## src/rtl/if_fetch_queue_pkg.sv

```systemverilog
// if_fetch_queue_pkg: shared constants and the {pc, inst} entry type for the fetch queue
package if_fetch_queue_pkg;
    localparam int          FQ_DEPTH    = 2;
    localparam logic [31:0] FQ_RESET_PC = 32'h0000_0000;
    localparam logic [31:0] FQ_PC_STEP  = 32'd4;
    localparam logic [31:0] PC_ALIGN    = 32'hFFFF_FFFC;
    typedef struct packed {
        logic [31:0] pc;
        logic [31:0] inst;
    } fetch_entry_t;
endpackage

```

## src/rtl/if_fetch_queue_if.sv

```systemverilog
// if_fetch_queue_if: valid/ready handshake carrying fetched {pc, inst} toward decode
interface if_fetch_queue_if;
    logic        id_valid;
    logic        id_ready;
    logic [31:0] id_pc;
    logic [31:0] id_inst;
    modport master (output id_valid, id_pc, id_inst, input id_ready);
    modport slave (input id_valid, id_pc, id_inst, output id_ready);
endinterface

```

## src/rtl/if_fetch_queue_fifo.sv

```systemverilog
// if_fetch_queue_fifo: DEPTH-entry {pc, inst} FIFO with push/pop and a clear that wins over both
module if_fetch_queue_fifo
    import if_fetch_queue_pkg::*;
#(
    parameter int DEPTH = FQ_DEPTH
) (
    input  logic                       clk,
    input  logic                       rst_n,
    input  logic                       push,
    input  logic                       pop,
    input  logic                       clear,
    input  fetch_entry_t               wr_data,
    output fetch_entry_t               rd_data,
    output logic [$clog2(DEPTH):0]     count
);
    localparam int PW = $clog2(DEPTH);
    fetch_entry_t          mem_q [DEPTH];
    fetch_entry_t          mem_d [DEPTH];
    logic [PW-1:0]         wr_ptr_q, wr_ptr_d, rd_ptr_q, rd_ptr_d;
    logic [PW:0]           count_q, count_d;
    assign rd_data = mem_q[rd_ptr_q];
    assign count   = count_q;
    always_comb begin
        mem_d = mem_q;
        if (push && !clear) mem_d[wr_ptr_q] = wr_data;
        wr_ptr_d = clear ? '0 : push ? wr_ptr_q + PW'(1) : wr_ptr_q;
        rd_ptr_d = clear ? '0 : pop ? rd_ptr_q + PW'(1) : rd_ptr_q;
        count_d  = clear           ? '0 :
                   push && !pop    ? count_q + (PW+1)'(1) :
                   pop && !push    ? count_q - (PW+1)'(1) : count_q;
    end
    always_ff @(posedge clk or negedge rst_n) begin
        if (!rst_n) begin
            mem_q    <= '{default: '0};
            wr_ptr_q <= '0;
            rd_ptr_q <= '0;
            count_q  <= '0;
        end else begin
            mem_q    <= mem_d;
            wr_ptr_q <= wr_ptr_d;
            rd_ptr_q <= rd_ptr_d;
            count_q  <= count_d;
        end
    end
endmodule

```

## src/rtl/if_fetch_queue.sv

```systemverilog
// if_fetch_queue: owns the PC, captures each {pc, rom_inst} into a small FIFO and hands it to decode
module if_fetch_queue
    import if_fetch_queue_pkg::*;
#(
    parameter int          DEPTH    = FQ_DEPTH,
    parameter logic [31:0] RESET_PC = FQ_RESET_PC,
    parameter logic [31:0] PC_STEP  = FQ_PC_STEP
) (
    input  logic                   clk,
    input  logic                   rst_n,
    input  logic                   redirect_valid,
    input  logic [31:0]            redirect_pc,
    input  logic                   flush,
    output logic [31:0]            pc_addr,
    input  logic [31:0]            rom_inst,
    if_fetch_queue_if.master       id,
    output logic [$clog2(DEPTH):0] fq_count
);
    localparam int            CW   = $clog2(DEPTH) + 1;
    localparam logic [CW-1:0] FULL = CW'(DEPTH);
    logic [31:0]  pc_q, pc_d;
    logic         push, pop, clear;
    fetch_entry_t head, wr_entry;
    assign pc_addr     = pc_q;
    assign clear       = redirect_valid | flush;
    assign pop         = id.id_valid & id.id_ready & ~clear;
    // a full queue still accepts a new entry on the edge its head leaves
    assign push        = ~clear & ((fq_count < FULL) | (id.id_valid & id.id_ready));
    assign wr_entry    = '{pc: pc_q, inst: rom_inst};
    assign id.id_valid = fq_count != '0;
    assign id.id_pc    = id.id_valid ? head.pc : '0;
    assign id.id_inst  = id.id_valid ? head.inst : '0;
    always_comb begin
        pc_d = redirect_valid ? (redirect_pc & PC_ALIGN) : push ? pc_q + PC_STEP : pc_q;
    end
    always_ff @(posedge clk or negedge rst_n) begin
        if (!rst_n) pc_q <= RESET_PC;
        else        pc_q <= pc_d;
    end
    if_fetch_queue_fifo #(.DEPTH(DEPTH)) u_fifo (
        .clk     (clk),
        .rst_n   (rst_n),
        .push    (push),
        .pop     (pop),
        .clear   (clear),
        .wr_data (wr_entry),
        .rd_data (head),
        .count   (fq_count)
    );
endmodule

```

## src/flat_wrapper.sv

```systemverilog
// flat-port wrapper written by rule: the top's interface ports become plain ports
module if_fetch_queue_flat import if_fetch_queue_pkg::*;
#(
    parameter int          DEPTH    = FQ_DEPTH,
    parameter logic [31:0] RESET_PC = FQ_RESET_PC,
    parameter logic [31:0] PC_STEP  = FQ_PC_STEP
)
  (clk, rst_n, redirect_valid, redirect_pc, flush, pc_addr, rom_inst, fq_count, id_id_valid, id_id_pc, id_id_inst, id_id_ready);
  if_fetch_queue_if id_i ();
  input  logic clk;
  input  logic rst_n;
  input  logic redirect_valid;
  input  logic [31:0] redirect_pc;
  input  logic flush;
  output logic [31:0] pc_addr;
  input  logic [31:0] rom_inst;
  output logic [$clog2(DEPTH):0] fq_count;
  output wire logic [$bits(id_i.id_valid)-1:0] id_id_valid;
  output wire logic [$bits(id_i.id_pc)-1:0] id_id_pc;
  output wire logic [$bits(id_i.id_inst)-1:0] id_id_inst;
  input wire logic [$bits(id_i.id_ready)-1:0] id_id_ready;
  assign id_id_valid = id_i.id_valid;
  assign id_id_pc = id_i.id_pc;
  assign id_id_inst = id_i.id_inst;
  assign id_i.id_ready = id_id_ready;
  if_fetch_queue #(.DEPTH(DEPTH), .RESET_PC(RESET_PC), .PC_STEP(PC_STEP)) u_core (.clk(clk), .rst_n(rst_n), .redirect_valid(redirect_valid), .redirect_pc(redirect_pc), .flush(flush), .pc_addr(pc_addr), .rom_inst(rom_inst), .id(id_i), .fq_count(fq_count));
endmodule
```

## config.mk

```make
export PLATFORM = sky130hd
export DESIGN_NAME = if_fetch_queue_flat
export DESIGN_NICKNAME = d
export VERILOG_FILES = /design/src/rtl/if_fetch_queue_pkg.sv /design/src/rtl/if_fetch_queue_if.sv /design/src/rtl/if_fetch_queue_fifo.sv /design/src/rtl/if_fetch_queue.sv /design/src/flat_wrapper.sv
export SDC_FILE = /design/constraint.sdc
export NUM_CORES = 1
export LEC_CHECK = 0
export ABC_AREA = 0
export CAP_MARGIN = 20
export CELL_PAD_IN_SITES_DETAIL_PLACEMENT = 1
export CELL_PAD_IN_SITES_GLOBAL_PLACEMENT = 2
export CORE_MARGIN = 1.5
export CORE_UTILIZATION = 36
export DETAILED_ROUTE_END_ITERATION = 10
export PLACE_DENSITY = 0.94
export SKIP_CTS_REPAIR_TIMING = 1
export SYNTH_ARGS = -nofsm -noshare
export SYNTH_HDL_FRONTEND = slang
export SYNTH_SLANG_ARGS = --single-unit
```

## constraint.sdc

```tcl
create_clock -name clk -period 3.3 [get_ports clk]
set_input_delay 0.66 -clock clk [delete_from_list [all_inputs] [get_ports clk]]
set_output_delay 0.66 -clock clk [all_outputs]
set_load 0.01 [all_outputs]
```

# After elaboration in Yosys (flattened, before gate mapping)
# Cells that the tools add are included.
dict set report totals {
  reg_bits 164
  out_inout_bits 99
}
dict set report op_classes {
  add_sub_neg 5
  n_lt_le_gt_ge 4
  muxes 17
  n_bitwise 8
  reduce_logical 12
}
# op n
set op_table {}
lappend op_table {{$mux 64} 4}
lappend op_table {{$bwmux 128} 1}
lappend op_table {{$mux 32} 4}
lappend op_table {{$demux 64 s1} 1}
lappend op_table {{$add 32x3->32 const B} 1}
lappend op_table {{$reduce_bool 2->1} 4}
lappend op_table {{$mux 2} 3}
lappend op_table {{$ge 2x2->1 const B} 2}
lappend op_table {{$logic_and 1x1->1} 4}
lappend op_table {{$mux 1} 4}
lappend op_table {{$not 1->2} 2}
lappend op_table {{$and 1x1->1} 3}
lappend op_table {{$logic_not 1->1} 3}
lappend op_table {{$reduce_bool 3->1} 1}
lappend op_table {{$add 1x1->1 const B} 2}
lappend op_table {{$add 2x1->2 const B} 1}
lappend op_table {{$lt 2x1->1 const B} 1}
lappend op_table {{$lt 2x2->1 const B} 1}
lappend op_table {{$or 1x1->1} 2}
lappend op_table {{$sub 2x1->2 const B} 1}
lappend op_table {{$not 1->1} 1}

# Logic depth before layout (Yosys ltp)
# Gate-level depths: netlist of the first run.
dict set report logic_depth {
  depth_word 9
  mapped_depth 9
  depth_no_buf 9
}

# Hierarchy
# Synthesis of the first run repeated with hierarchy kept, for this count alone.
dict set report unflattened {
  cells_unflattened 635
  area_unflattened_um2 8295.5
}
# module n_inst cells_each area_per_inst_um2
set by_module_without_submodules {}
lappend by_module_without_submodules {if_fetch_queue_fifo 1 359 6033.3}
lappend by_module_without_submodules {if_fetch_queue 1 276 2262.2}

# Worst setup path after synthesis of the first run
# OpenSTA, ideal clock, no wires.
dict set report synth_timing {
  kind {input to register}
  start {input port redirect_valid}
  end {register u_core.u_fifo.count_q[1] (netlist: u_core.u_fifo.count[1])}
  setup_ns 0.135
  t_arrival_ns 2.001
  required_ns 3.165
  setup_slack_ns 1.164
  path_stages 8
  n_path_buf 2
  path_cell_list {clkbuf_1 -> clkbuf_1 -> or3_1 -> ha_1 -> xor2_1 -> nor2_1 -> xnor2_1 -> nor3_1}
}
dict set report synth_via {
  elab_chain_len 7
}
# item line_no
set synth_rtl {}
lappend synth_rtl {{start, declared} flat_wrapper.sv:12} ;# input logic redirect_valid;
lappend synth_rtl {{$or 1x1->1 *} if_fetch_queue.sv:25} ;# assign clear = redirect_valid | flush;
lappend synth_rtl {{$not 1->1} {if_fetch_queue.sv:26, if_fetch_queue.sv:28}}
lappend synth_rtl {{$and 1x1->1} if_fetch_queue.sv:26} ;# assign pop = id.id_valid & id.id_ready & ~clear;
lappend synth_rtl {{$logic_not 1->1} if_fetch_queue_fifo.sv:29} ;# push && !pop ? count_q + (PW+1)'(1) :
lappend synth_rtl {{$logic_and 1x1->1} if_fetch_queue_fifo.sv:29}
lappend synth_rtl {{$mux 2} if_fetch_queue_fifo.sv:29}
lappend synth_rtl {{$mux 2} if_fetch_queue_fifo.sv:28} ;# count_d = clear ? '0 :
lappend synth_rtl {{end signal, assigned} if_fetch_queue_fifo.sv:42} ;# count_q <= count_d;
lappend synth_rtl {{end, declared} if_fetch_queue_fifo.sv:20} ;# logic [PW:0] count_q, count_d;
# Every way passes the cells marked *; elsewhere a longest branch is shown, timed or not.
# A chain may end at the register's enable or synchronous reset.

# Final worst setup path of the first run
dict set report layout_timing {
  start {register u_core.u_fifo.count_q[0] (netlist: u_core.u_fifo.count[0])}
  end {output port id_id_inst[29]}
}
dict set report layout_via {
  elab_chain_len 2
}
# item line_no
set layout_rtl {}
lappend layout_rtl {{$reduce_bool 2->1} if_fetch_queue.sv:30} ;# assign id.id_valid = fq_count != '0;
lappend layout_rtl {{$mux 32} if_fetch_queue.sv:32} ;# assign id.id_inst = id.id_valid ? head.inst : '0;
lappend layout_rtl {{end, declared} flat_wrapper.sv:20} ;# output wire logic [$bits(id_i.id_inst)-1:0] id_id_inst;
# Every way passes these cells.

==> flow_results.org, run 1 <==
** Run status
- Run status :: finished, final reports clean

** Critical path
- Setup slack on the worst flop-to-flop path :: approximately 0.95 ns
- Along the worst path, the maximum fanout reaches roughly 50.
- Worst r2r path cells :: 5
- R2R Path End :: u_core.u_fifo.mem_q[3]$_DFFE_PN0P_
- Kind of launch point of the worst setup path :: flop
- For the worst setup path, the data required time is between 2 and 3 ns.
- Worst endpoint data arrival time :: 2.31 ns
- The worst setup path is captured at an output port.
- R2R Path Start :: u_core.u_fifo.count[1]$_DFFE_PN0P_
- Classification of the worst setup path :: flop to output port

** STA
- Derived from the worst setup path, the maximum achievable clock frequency is 0.337 GHz.
- Post-layout min period :: 2.97 ns
- Headroom to the max-slew limit :: 0.486
- For the pin with the worst max-slew slack, the measured transition is 0.769 ns.
- Sum Neg Setup Slack :: 0 ns
- Total count of hold-check failures in the final report :: 0
- Final count of negative-setup-slack endpoints :: 0
- Setup repair after global routing missed its margin :: false
- Final Max Tran Viols :: 0
- Clock skew on the completed layout was measured at 0.00953 ns.
- Dividing the final minimum period by the clock period gives 0.899.

** Detailed routing
- Post-DRT Antenna Nets :: 0
- Overall routed net length :: 21400 um
- Total vias in the final route :: 5793
- After detailed routing, the number of vias per cell comes to ~5.3.
- DRC violation total after the first TritonRoute iteration :: approximately 200
- DRT Pass-1 Iters :: 5
- In the final routed layout, each cell accounts on average for around 19 um.
- In the routed design, unresolved DRC markers number 0.

** Global route
- Initial antenna violation count :: 1
- For this run, the total global-route usage over all layers was measured as 0.200.
- The via count of the first global-routing pass is about 6100.
- Residual overflow from global routing :: 0
- Entering global routing, the biggest net connects 70 pins.
- The first global-routing pass estimated roughly 34000 um of wire.

** Cells and area
- Leaving out fill and tap cells, the most frequent cell in the layout is sky130_fd_sc_hd__clkdlybuf4s50_1.
- Top library cells by usage in the layout, fill and taps aside :: sky130_fd_sc_hd__clkdlybuf4s50_1, sky130_fd_sc_hd__dfrtp_1, sky130_fd_sc_hd__mux2_2, sky130_fd_sc_hd__nor2_1, sky130_fd_sc_hd__mux2i_1
- After the flow finishes, the layout carries non-filler instances totaling 1096.
- Relative to the synthesized area, the layout overhead comes to 34.3%.
- Number of antenna cells inserted :: 0
- Of the cells placed in the final design, the portion with a size suffix greater than 1 is 0.225.
- Final net count :: 879

** Clocking
- CTS max path bufs :: 2
- Clock tree synthesis found a total of roughly 160 sinks.
- Clock tree synthesis inserted a total of 17 buffers.
- CTS tree :: built
- Clock network latency to the later pin of the worst-skew pair :: ~0.43 ns
- CTS clock-pin slew for the worst setup and hold paths :: approximately 0.060 ns
- Max H-tree Level :: 4
- In this run the clock root is driven by a sky130_fd_sc_hd__clkbuf_16.

** Synthesis
- After synthesis, the netlist uses between 40 and 50 different library cells.
- Count of flip-flops with a built-in enable after synthesis :: 0
- After synthesis, the share of flip-flops with an asynchronous set or reset is 1.00.
- Counting flops and latches in the post-synthesis netlist gives 158.
- In this run the cell area of the synthesized design comes to between 0.007 and 0.008 mm2.
- The average instance in the mapped netlist occupies 11.7 um2.
- The share of the Yosys chip area taken by registers is 0.518.
- Dominant synthesized flop cell :: sky130_fd_sc_hd__dfrtp_1
- Count of warnings emitted by yosys :: 0
- Mapped Cells :: 652

** Die
- Width of the die :: about 150 um
- Standard cell core area :: around 0.021 mm2
- Die Span Y :: between 100 and 150 um
- Row count :: 53
- Top-level port count :: around 170
- The die covers about 0.022 mm2.
- Initial cell density of the core :: 0.366

** Place
- The number of placed instances, taps included, is roughly 1100.
- Count of port buffers added during placement :: approximately 160
- Routability congestion estimate from global placement :: around 0.78
- Summed over all nets, the half-perimeter wirelength after detailed placement is ~14000 um.

** Run
- Total of max-cap violations :: 0

** Min path
- The path class of the tightest hold or removal check is primary input to asynchronous set/reset pin.

** Power and ir drop
- Static power due to leakage :: 4.01 nW
- IR analysis of the VDD net gives a maximum drop of ~350 uV.
- Pwr dens :: ~570 mW/mm2
==> critical path: stages (launching register included) <==
cell                              delay, ns
sky130_fd_sc_hd__dfrtp_1               0.46
sky130_fd_sc_hd__nor2_4                0.43
sky130_fd_sc_hd__buf_12                0.33
sky130_fd_sc_hd__nor2_1                0.11
sky130_fd_sc_hd__clkdlybuf4s50_1       0.52
==> flip-flops by register name, indices dropped and copies added, names as in the netlist <==
name and count:
u_core.u_fifo.count 2, u_core.pc_addr 30, u_core.u_fifo.rd_ptr_q 1, u_core.u_fifo.mem_q 124, u_core.u_fifo.wr_ptr_q 1
==> cell type report <==
type                    instances  area, um2
clock buffers                  19        443
flip-flops and latches        158       3960
clock inverters                13        186
repair buffers                182       1830
multi-input cells             442       3470
fillers                      2231      10600
well taps                     275        344
inverters                       7       26.3
==> worst max path at each step <==
| stage | startpoint | slack (ns) | endpoint | cells past startpoint |
|---|---|---|---|---|
| 2_1_floorplan | redirect_valid | 1.16 | u_core.u_fifo.count[1]$_DFFE_PN0P_ | 8 |
| 3_5_place_dp | id_id_ready | 0.29 | u_core.u_fifo.mem_q[5]$_DFFE_PN0P_ | 6 |
| 5_1_grt | u_core.u_fifo.count[0]$_DFFE_PN0P_ | 0.21 | id_id_pc[31] | 4 |
| 6_report | u_core.u_fifo.count[0]$_DFFE_PN0P_ | 0.33 | id_id_inst[29] | 4 |
| 4_1_cts | u_core.u_fifo.rd_ptr_q$_DFFE_PN0P_ | 0.27 | id_id_pc[6] | 4 |
| 3_3_place_gp | id_id_ready | 0.35 | u_core.u_fifo.mem_q[16]$_DFFE_PN0P_ | 6 |
==> cell families after synthesis <==
logic type / Yosys count / share of synthesized area
compound gates: 48 / 0.0431
fa+ha+maj: 2 / 0.00328
buf+inv: 55 / 0.0326
other cells: 1 / 0.000491
xor+xnor: 12 / 0.0138
flops: 158 / 0.518
simple gates: 189 / 0.124
mux: 187 / 0.265
==> synth_stat cells (all sizes together) (12+ instances only) <==
master    n  area (um2)
nand2    25        93.8
mux2    124        1400
nor2     82         308
dfrtp   158        3950
buf      24         130
mux2i    63         631
or4      18         139
nand3    19         100
a31oi    13        81.3
o31ai    13        97.6
nand4    12        81.3
clkbuf   24        92.6
==> stage by stage <==
step | setup slack, ns | hold WS [ns] | instance area [um2] | utilization | total power [mW]
after floorplan | 1.16 | 0.364 | 7650 | - | 3.24
after global placement | 0.354 | 0.486 | 9630 | 0.461 | 3.69
after detailed placement | 0.286 | 0.494 | 9630 | 0.461 | 3.77
after CTS | 0.269 | 0.253 | 10300 | 0.491 | 5.90
after global routing | 0.210 | 0.268 | 10300 | 0.491 | 6.11
final | 0.335 | 0.218 | 10300 | 0.491 | 5.83
==> report_power, final <==
| part | leakage, nW | switching, mW | internal [mW] |
|---|---|---|---|
| logic | 1.83 | 0.443 | 0.652 |
| clock network | 0.308 | 0.811 | 1.29 |
| registers | 1.87 | 0.283 | 2.35 |
==> layer usage <==
metal | vias to the layer above | track usage | wire length (um)
met2 | 166 | 0.329 | 10300
met3 | 17 | 0.0506 | 1370
met5 | - | 0 | 0
li1 | 2666 | - | -
met1 | 2944 | 0.261 | 9470
met4 | 0 | 0.0559 | 217
(Power assumes the default switching activity.)
==> inputs of run 2 (changes only) <==
--- a/config.mk
+++ b/config.mk
@@ -12,6 +12,8 @@
 export CORE_MARGIN = 1.5
 export CORE_UTILIZATION = 36
 export DETAILED_ROUTE_END_ITERATION = 10
+export HOLD_SLACK_MARGIN = 0.12
+export MAX_ROUTING_LAYER = met4
 export PLACE_DENSITY = 0.94
 export SKIP_CTS_REPAIR_TIMING = 1
 export SYNTH_ARGS = -nofsm -noshare
==> flow_results.org, run 2 (synthesis results as in run 1) <==
** Run status
- Run status :: finished, final reports clean

** STA
- The fmax came to 0.336 GHz (-0.23%).
- Worst-Margin Slew :: 0.765 ns (-0.00366 ns)
- The shortest period the worst path allows is 2.97 ns (+0.00675 ns).
- The relative slew slack came to 0.489 (+0.00244).
- Worst setup skew after layout :: 0.0109 ns (+0.00138 ns)
- The setup TNS after final layout came to 0 ns (unchanged).
- The final critical-path setup slack is 0.328 ns (-0.00675 ns).
- The final count of negative-setup-slack endpoints was 0 (unchanged).
- Setup repair after global routing missed its margin :: false
- Total count of hold-check failures in the final report :: 0 (unchanged)
- Share of the clock period used by the worst path :: 0.901 (+0.00205)
- The final max-slew violation count came to 0 (unchanged).

** Power and ir drop
- Static power due to leakage :: 4.01 nW (about the same)
- Maximum vdd ir drop :: 354 uV (+1.1%)
- Internal power component :: 4.29 mW (about the same)
- The power dissipated by switching net loads was 1.54 mW (+0.40%).
- The share of power burned in combinational logic was 0.188 (about the same).
- Pwr dens :: 568 mW/mm2 (about the same)
- The switching part of the total came to 0.265 (+0.000785).
- Share of total power in the clock network :: 0.361 (about the same)
- Sequential power share :: 0.451 (about the same)

** Cells and area
- Final cell count without fillers :: 1097 (+0.091%)
- Leaving out fill and tap cells, the most frequent cells in the layout are sky130_fd_sc_hd__clkdlybuf4s50_1, sky130_fd_sc_hd__dfrtp_1, sky130_fd_sc_hd__mux2_2, sky130_fd_sc_hd__nor2_1, sky130_fd_sc_hd__mux2i_1.
- The number of inserted filler cells in the final layout came to 2233 (+0.090%).
- The number of nets in the layout is 879 (unchanged).
- The layout-stage area growth over the synthesis result came to 34.4% (about the same).
- The share of cells above drive strength 1 came to 0.225 (unchanged).
- Ranked by flip-flop count, first place goes to u_core.u_fifo.mem_q.
- Most frequent standard cell in the layout excluding fill and tap cells :: sky130_fd_sc_hd__clkdlybuf4s50_1
- Number of flip-flops under the largest register name :: 124 (unchanged)

** Clocking
- CTS tree :: built
- The number of clock sinks came to 158 (unchanged).
- The insertion delay of the later-clocked pin in the worst-skew pair was 0.43 ns (about the same).
- The H-tree depth came to 4 (unchanged).
- Number of buffers inserted during clock tree synthesis :: 17 (unchanged)
- Master cell of the clock root buffer :: sky130_fd_sc_hd__clkbuf_16
- The clock-pin slew reported for the worst setup and hold paths after clock tree synthesis was 0.06 ns (about the same).
- The buffer depth of the longest clock path came to 2 (unchanged).

** Die
- Top-level port count :: 168 (unchanged)
- The area of the core came to 0.0209 mm2 (unchanged).
- The horizontal extent of the die came to 149 um (unchanged).
- Die Span Y :: 149 um (unchanged)
- Row count :: 53 (unchanged)
- Total die area :: 0.0221 mm2 (unchanged)
- The initial standard-cell utilization of the core came to 0.366 (unchanged).

** Global route
- The initial antenna violation count came to 1 (unchanged).
- GR Layer Usage met3 :: 0.0488 (-0.00184)
- Via count of the first global-routing pass :: 6086 (+0.016%)
- The sum of overflow across all layers after global routing came to 0 (unchanged).
- After global routing, the most crowded layer is met2.
- Met2 global-route usage :: 0.330 (about the same)
- The maximum number of pins on one net before global-route repair came to 70 (unchanged).
- The total track usage came to 0.206 (+0.00614).
- First-pass GRT wire length :: 34100 um (unchanged)
- The met1 routing resource usage after global routing came to 0.263 (+0.00138).

** Detailed routing
- Total vias in the final route :: 5805 (+0.21%)
- DRT Pass-1 Iters :: 4 (-1)
- The violation count after the first detailed-routing iteration is 203 (+0.50%).
- The DRC violation count after routing is 0 (unchanged).
- Overall routed net length :: 21400 um (about the same)
- The via density per instance is 5.29 (+0.12%).
- Post-DRT Antenna Nets :: 0 (unchanged)
- The wire length per cell came to 19.5 um (about the same).

** Critical path
- The required time of the critical path came to 2.64 ns (about the same).
- Setup slack on the worst flop-to-flop path :: 0.95 ns (about the same)
- CP endpoint kind :: output port
- Classification of the worst setup path :: flop to output port
- On the critical path, the stage with the largest delay is an instance of sky130_fd_sc_hd__clkdlybuf4s50_1.
- Worst endpoint data arrival time :: 2.31 ns (about the same)
- Largest fanout of any net on the critical path :: 51 (unchanged)
- The cell family contributing the most delay on the critical path is buffers and inverters.
- STA classifies the critical path startpoint as a flop.
- The delay contributed by the slowest stage of the critical path was 0.52 ns (about the same).
- The buffers plus inverters on the worst setup path is 2 (unchanged).
- The critical path goes through nor2_4 -> buf_12 -> nor2_1 -> clkdlybuf4s50_1.

** Min path
- Classification of the worst-slack hold path :: primary input to asynchronous set/reset pin

** Place
- The port buffer count was 161 (unchanged).
- Cell count after placement :: 1064 (unchanged)
- The half-perimeter wire length of the detailed placement result is 14500 um (unchanged).
- The final estimated routing congestion in global placement was 0.791 (+1.4%).
- Pre-CTS worst setup slack :: 0.286 ns (unchanged)

** Run
- Total of max-cap violations :: 0 (unchanged)
## run 2: cell types whose count changed in the layout (fill, tap and decap cells not counted), sizes merged
cell / change
diode: +1
## run 2: power by group through the flow
| stage | registers, mW | logic (mW) | clock network, mW |
|---|---|---|---|
| after CTS | 2.63 | 1.12 | 2.15 |
| after detailed placement | 2.67 | 1.10 | 0 |
| after global placement | 2.63 | 1.06 | 0 |
| after global routing | 2.69 | 1.20 | 2.22 |
| after floorplan | 2.58 | 0.661 | 0 |
| final | 2.63 | 1.10 | 2.11 |
## run 2: per-layer routing
metal | part of all wire | vias up
li1 | - | 2662
met1 | 0.45 | 2957
met2 | 0.48 | 167
met3 | 0.060 | 19
met4 | 0.011 | 0
met5 | 0 | -
## run 2: final cells by class
class	instances	area (um2)	share of cell area
multi-input cells	442	3470	0.338
diodes	1	2.50	0.000244
clock inverters	13	186	0.0182
flip-flops and latches	158	3960	0.386
inverters	7	26.3	0.00256
well taps	275	344	0.0335
clock buffers	19	443	0.0432
repair buffers	182	1830	0.179
## run 2: path summary, 6_finish.rpt
| kind | startpoint | endpoint | depth (start not counted) |
|---|---|---|---|
| worst max-delay path | u_core.u_fifo.count[0]$_DFFE_PN0P_ | id_id_inst[29] | 4 |
| worst min-delay path | rst_n | u_core.u_fifo.mem_q[90]$_DFFE_PN0P_ | 1 |
| worst max register to register | u_core.u_fifo.count[1]$_DFFE_PN0P_ | u_core.u_fifo.mem_q[3]$_DFFE_PN0P_ | 5 |
| worst min register to register | u_core.u_fifo.mem_q[16]$_DFFE_PN0P_ | u_core.u_fifo.mem_q[16]$_DFFE_PN0P_ | 1 |
| max in group asynchronous | rst_n | u_core.u_fifo.rd_ptr_q$_DFFE_PN0P_ | 2 |
| min in group clk | u_core.u_fifo.mem_q[16]$_DFFE_PN0P_ | u_core.u_fifo.mem_q[16]$_DFFE_PN0P_ | 1 |
## run 2: worst reg2reg max path: stages (launching register included)
cell                      delay [ns]
sky130_fd_sc_hd__dfrtp_1        0.47
sky130_fd_sc_hd__nor2b_1        0.66
sky130_fd_sc_hd__nor3_1         0.19
sky130_fd_sc_hd__nand2_4        0.29
sky130_fd_sc_hd__buf_12         0.25
sky130_fd_sc_hd__mux2_2         0.37
## run 2: per-stage QoR
step / power [mW] / hold slack, ns / cell area [um2] / util
after floorplan: 3.24 / 0.364 / 7650 / -
after global placement: 3.69 / 0.486 / 9630 / 0.461
after detailed placement: 3.77 / 0.494 / 9630 / 0.461
after CTS: 5.90 / 0.253 / 10300 / 0.491
after global routing: 6.12 / 0.266 / 10300 / 0.491
final: 5.83 / 0.216 / 10300 / 0.491
==> inputs of run 3 (changes only) <==
--- a/config.mk
+++ b/config.mk
@@ -10,12 +10,13 @@
 export CELL_PAD_IN_SITES_DETAIL_PLACEMENT = 1
 export CELL_PAD_IN_SITES_GLOBAL_PLACEMENT = 2
 export CORE_MARGIN = 1.5
-export CORE_UTILIZATION = 36
+export CORE_UTILIZATION = 38
 export DETAILED_ROUTE_END_ITERATION = 10
 export HOLD_SLACK_MARGIN = 0.12
 export MAX_ROUTING_LAYER = met4
-export PLACE_DENSITY = 0.94
+export PLACE_DENSITY = 0.95
 export SKIP_CTS_REPAIR_TIMING = 1
 export SYNTH_ARGS = -nofsm -noshare
 export SYNTH_HDL_FRONTEND = slang
+export SYNTH_HIERARCHICAL = 1
 export SYNTH_SLANG_ARGS = --single-unit
==> flow_results.org, run 3 <==
** Synthesis
- Share of the synthesized area in compound gates (AO/OA/AOI/OAI) :: 0.0388 (-0.00432)
- Netlist Area Pre-Place :: 0.00830 mm2 (+8.6%)
- The count of state elements after synthesis came to 162 (+2.5%).
- Most used standard cells in the synthesized netlist :: sky130_fd_sc_hd__dfrtp_1, sky130_fd_sc_hd__mux2_2, sky130_fd_sc_hd__and2_1, sky130_fd_sc_hd__mux2_4, sky130_fd_sc_hd__nand2_1
- The share of flip-flops with an asynchronous set or reset after synthesis is 1.00 (unchanged).
- After synthesis, the cell types taking the most area are sky130_fd_sc_hd__dfrtp_1, sky130_fd_sc_hd__mux2_2, sky130_fd_sc_hd__mux2_4, sky130_fd_sc_hd__and2_1, sky130_fd_sc_hd__nand2_1.
- Count of distinct cell types in the synthesized netlist :: 52 (+13%)
- Proportion of synthesized chip area in sequential cells :: 0.489 (-0.0289)
- Parity-gate share of the synthesized area counting xor and xnor cells :: 0.0116 (-0.00215)
- The most used flip-flop cell after synthesis is sky130_fd_sc_hd__dfrtp_1.
- Area share of and/or/nand/nor cells after synthesis :: 0.127 (+0.00301)
- The area share of fa/ha/maj cells after synthesis was 0.00151 (-0.00177).
- Share of cell area taken by muxes after synthesis :: 0.289 (+0.0236)
- Top cell type by total area after synthesis :: sky130_fd_sc_hd__dfrtp_1
- The number of enable flip-flop cells after synthesis is 0 (unchanged).
- Area share of the leading cell type in the synthesized netlist :: 0.489 (-0.0289)
- The average footprint of a synthesized cell was 13.1 um2 (+12%).
- By area, the combinational part of the netlist is dominated by multiplexers.
- The cell count after synthesis was 635 (-2.6%).
- Count of warnings emitted by yosys :: 6 (+6)
- Among all cell types in the netlist, the one instantiated most often is sky130_fd_sc_hd__dfrtp_1.

** Critical path
- Kind of launch point of the worst setup path :: flop
- Crit-path slowest cell :: sky130_fd_sc_hd__dfrtp_4
- Cells along the critical path :: buf_4 -> mux2_2 -> and2_1 -> clkdlybuf4s50_1
- The largest fanout of any net on the critical path came to 28 (-45%).
- WP data required :: 2.64 ns (about the same)
- CP endpoint kind :: output port
- The signal arrival time at the worst endpoint is 2.41 ns (+0.10 ns).
- Classification of the worst setup path :: flop to output port
- The delay contributed by the slowest stage of the critical path is 0.76 ns (+0.24 ns).

** Cells and area
- The number of nets in the layout is 870 (-1.0%).
- The flip-flop count of the largest register after layout came to 128 (+3.2%).
- The top cell types in the final layout, fill and taps aside, are sky130_fd_sc_hd__clkdlybuf4s50_1, sky130_fd_sc_hd__dfrtp_1, sky130_fd_sc_hd__mux2_2, sky130_fd_sc_hd__and2_1, sky130_fd_sc_hd__mux2_4.
- Compared with the post-synthesis result, the final layout area differs by 29.2%.
- The library cell used most frequently in the layout, excluding fill and tap cells, is sky130_fd_sc_hd__clkdlybuf4s50_1.
- u_core/u_fifo/mem_q holds more flip-flops than any other register.
- Layout cell share with drive strength beyond 1 :: 0.315 (+0.0895)

** Clocking
- Max H-tree Level :: 4 (unchanged)
- The buffer depth of the longest clock path is 2 (unchanged).
- CTS clock-pin slew for the worst setup and hold paths :: 0.07 ns (about the same)
- Clock network latency to the later pin of the worst-skew pair :: 0.43 ns (about the same)
- Clock sink count :: 162 (+2.5%)
- The cell sitting at the root of the clock tree is a sky130_fd_sc_hd__clkbuf_16.
- Number of buffers inserted during clock tree synthesis :: 17 (unchanged)
- TritonCTS built the clock tree.

** STA
- Sum Neg Setup Slack :: 0 ns (unchanged)
- Headroom to the max-slew limit :: 0.452 (-0.0368)
- Final Max Tran Viols :: 0 (unchanged)
- Final count of negative-setup-slack endpoints :: 0 (unchanged)
- The fmax was 0.325 GHz (-3.3%).
- Post-layout min period :: 3.07 ns (+0.103 ns)
- Worst setup skew after layout :: 0.00623 ns (-0.00468 ns)
- Setup repair after global routing missed its margin :: false
- Worst-Margin Slew :: 0.822 ns (+0.0568 ns)
- The share of the clock period used by the worst path is 0.932 (+0.0312).
- The worst hold-check slack was 0.291 ns (+0.0750 ns).
- The count of endpoints failing hold in the final timing report is 0 (unchanged).
- Least setup slack across all paths after layout :: 0.225 ns (-0.103 ns)

** Die
- Total die area :: 0.0227 mm2 (+2.8%)
- The die extent in y came to 151 um (+1.4%).
- The row count is 53 (unchanged).
- The initial standard-cell utilization of the core was 0.391 (+0.0252).
- The horizontal extent of the die was 151 um (+1.4%).
- The area of the core is 0.0212 mm2 (+1.6%).
- Top-level port count :: 168 (unchanged)

** Global route
- The sum of overflow across all layers after global routing is 0 (unchanged).
- Initial antenna violation count :: 1 (unchanged)
- The global-route wire length before repair came to 34400 um (+1.0%).
- The via count of the first global-routing pass is 6168 (+1.3%).
- Pin count of the biggest net entering global routing :: 85 (+21%)
- The total track usage was 0.204 (-0.00209).

** Run
- The max-cap violation count was 0 (unchanged).

** Detailed routing
- The first-pass iteration count of the detailed router was 4 (unchanged).
- Vias per inst :: 5.17 (-2.3%)
- Total vias in the final route :: 5628 (-3.0%)
- The number of routed nets with antenna violations was 0 (unchanged).
- The wire length per cell came to 20.0 um (+2.5%).
- DRC violation total after the first TritonRoute iteration :: 199 (-2.0%)
- The detailed-route wire length came to 21700 um (+1.7%).
- The DRC violation count after routing came to 0 (unchanged).

** Power and ir drop
- Static power due to leakage :: 4.61 nW (+15%)
- Overall power after layout :: 5.46 mW (-6.3%)
- The worst vdd rail ir drop is 282 uV (-21%).
- The power density over the cells came to 510 mW/mm2 (-10%).

** Run status
- Run status :: finished, final reports clean

** Place
- The port buffer count came to 163 (+1.2%).
- Routability congestion estimate from global placement :: 0.782 (-1.2%)
- HPWL after detailed placement :: 14300 um (-1.0%)
- Pre-CTS worst setup slack :: 0.494 ns (+0.208 ns)

** Min path
- The tightest min-delay check is of the primary input to asynchronous set/reset pin type.
==> run 3: cell count changes in the layout (fill, tap and decap cells not counted), sizes merged, moves of 12 or more <==
| cell | change |
|---|---|
| mux2 | +68 |
| nor2 | -65 |
| and2 | +64 |
| mux2i | -62 |
| or4 | -16 |
| a31oi | -13 |
| o31ai | -12 |
==> run 3: final timing paths <==
path,from,endpoint,slack (ns),cells after the start
setup / recovery,u_core/u_fifo/rd_ptr_q$_DFFE_PN0P_,id_id_inst[26],0.23,4
hold reg to reg,u_core/u_fifo/mem_q[39]$_DFFE_PN0P_,u_core/u_fifo/mem_q[39]$_DFFE_PN0P_,0.50,1
setup reg to reg,u_core/pc_addr[2]$_DFFE_PN0P_,u_core/pc_addr[30]$_DFFE_PN0P_,0.86,6
hold / removal,rst_n,u_core/u_fifo/mem_q[23]$_DFFE_PN0P_,0.29,1
max in group asynchronous,rst_n,u_core/u_fifo/mem_q[116]$_DFFE_PN0P_,2.24,2
min in group clk,u_core/u_fifo/mem_q[39]$_DFFE_PN0P_,u_core/u_fifo/mem_q[39]$_DFFE_PN0P_,0.50,1
==> run 3: where the power goes <==
group | switching [mW] | internal [mW] | total (mW)
logic | 0.342 | 0.687 | 1.03
clock network | 0.859 | 1.05 | 1.91
registers | 0.235 | 2.29 | 2.53
==> run 3: worst max-delay path: cells and delay by family, from the launching register on <==
| family | cells | cell delay, ns |
|---|---|---|
| AND/OR/NAND/NOR | 1 | 0.15 |
| flip-flops | 1 | 0.76 |
| multiplexers | 1 | 0.34 |
| buffers and inverters | 2 | 0.73 |
==> run 3: metal layers <==
metal / wire, um / vias to the layer above / share of wire / GRT usage
met4: 252 / 0 / 0.012 / 0.0553
met3: 1080 / 16 / 0.050 / 0.0455
li1: - / 2583 / - / -
met5: 0 / - / 0 / -
met1: 9880 / 2891 / 0.45 / 0.258
met2: 10500 / 138 / 0.48 / 0.331
==> run 3: layout make-up <==
cell class / instances / area [um2]
repair buffers: 179 / 1830
clock inverters: 14 / 131
clock buffers: 18 / 429
inverters: 5 / 18.8
diodes: 1 / 2.50
multi-input cells: 435 / 3910
well taps: 275 / 344
fillers: 2190 / 10500
flip-flops and latches: 162 / 4060
==> run 3: through the flow <==
step,cell area (um2),instances,utilization
2_1_floorplan,8310,640,-
3_3_place_gp,10200,1056,0.479
3_5_place_dp,10200,1056,0.479
4_1_cts,10700,1088,0.505
5_1_grt,10700,1089,0.505
6_report,10700,1089,0.505
==> run 3: cell families (layout without fill, tap and decap cells) <==
kind of cell,count (synthesis),count (layout)
AOI/OAI and AO/OA,44,44
xor gates and xnor gates,11,11
adders and majority gates,1,1
buffers and inverters,43,216
DFF,162,162
muxes,193,193
other,1,7
and+or+nand+nor,180,180
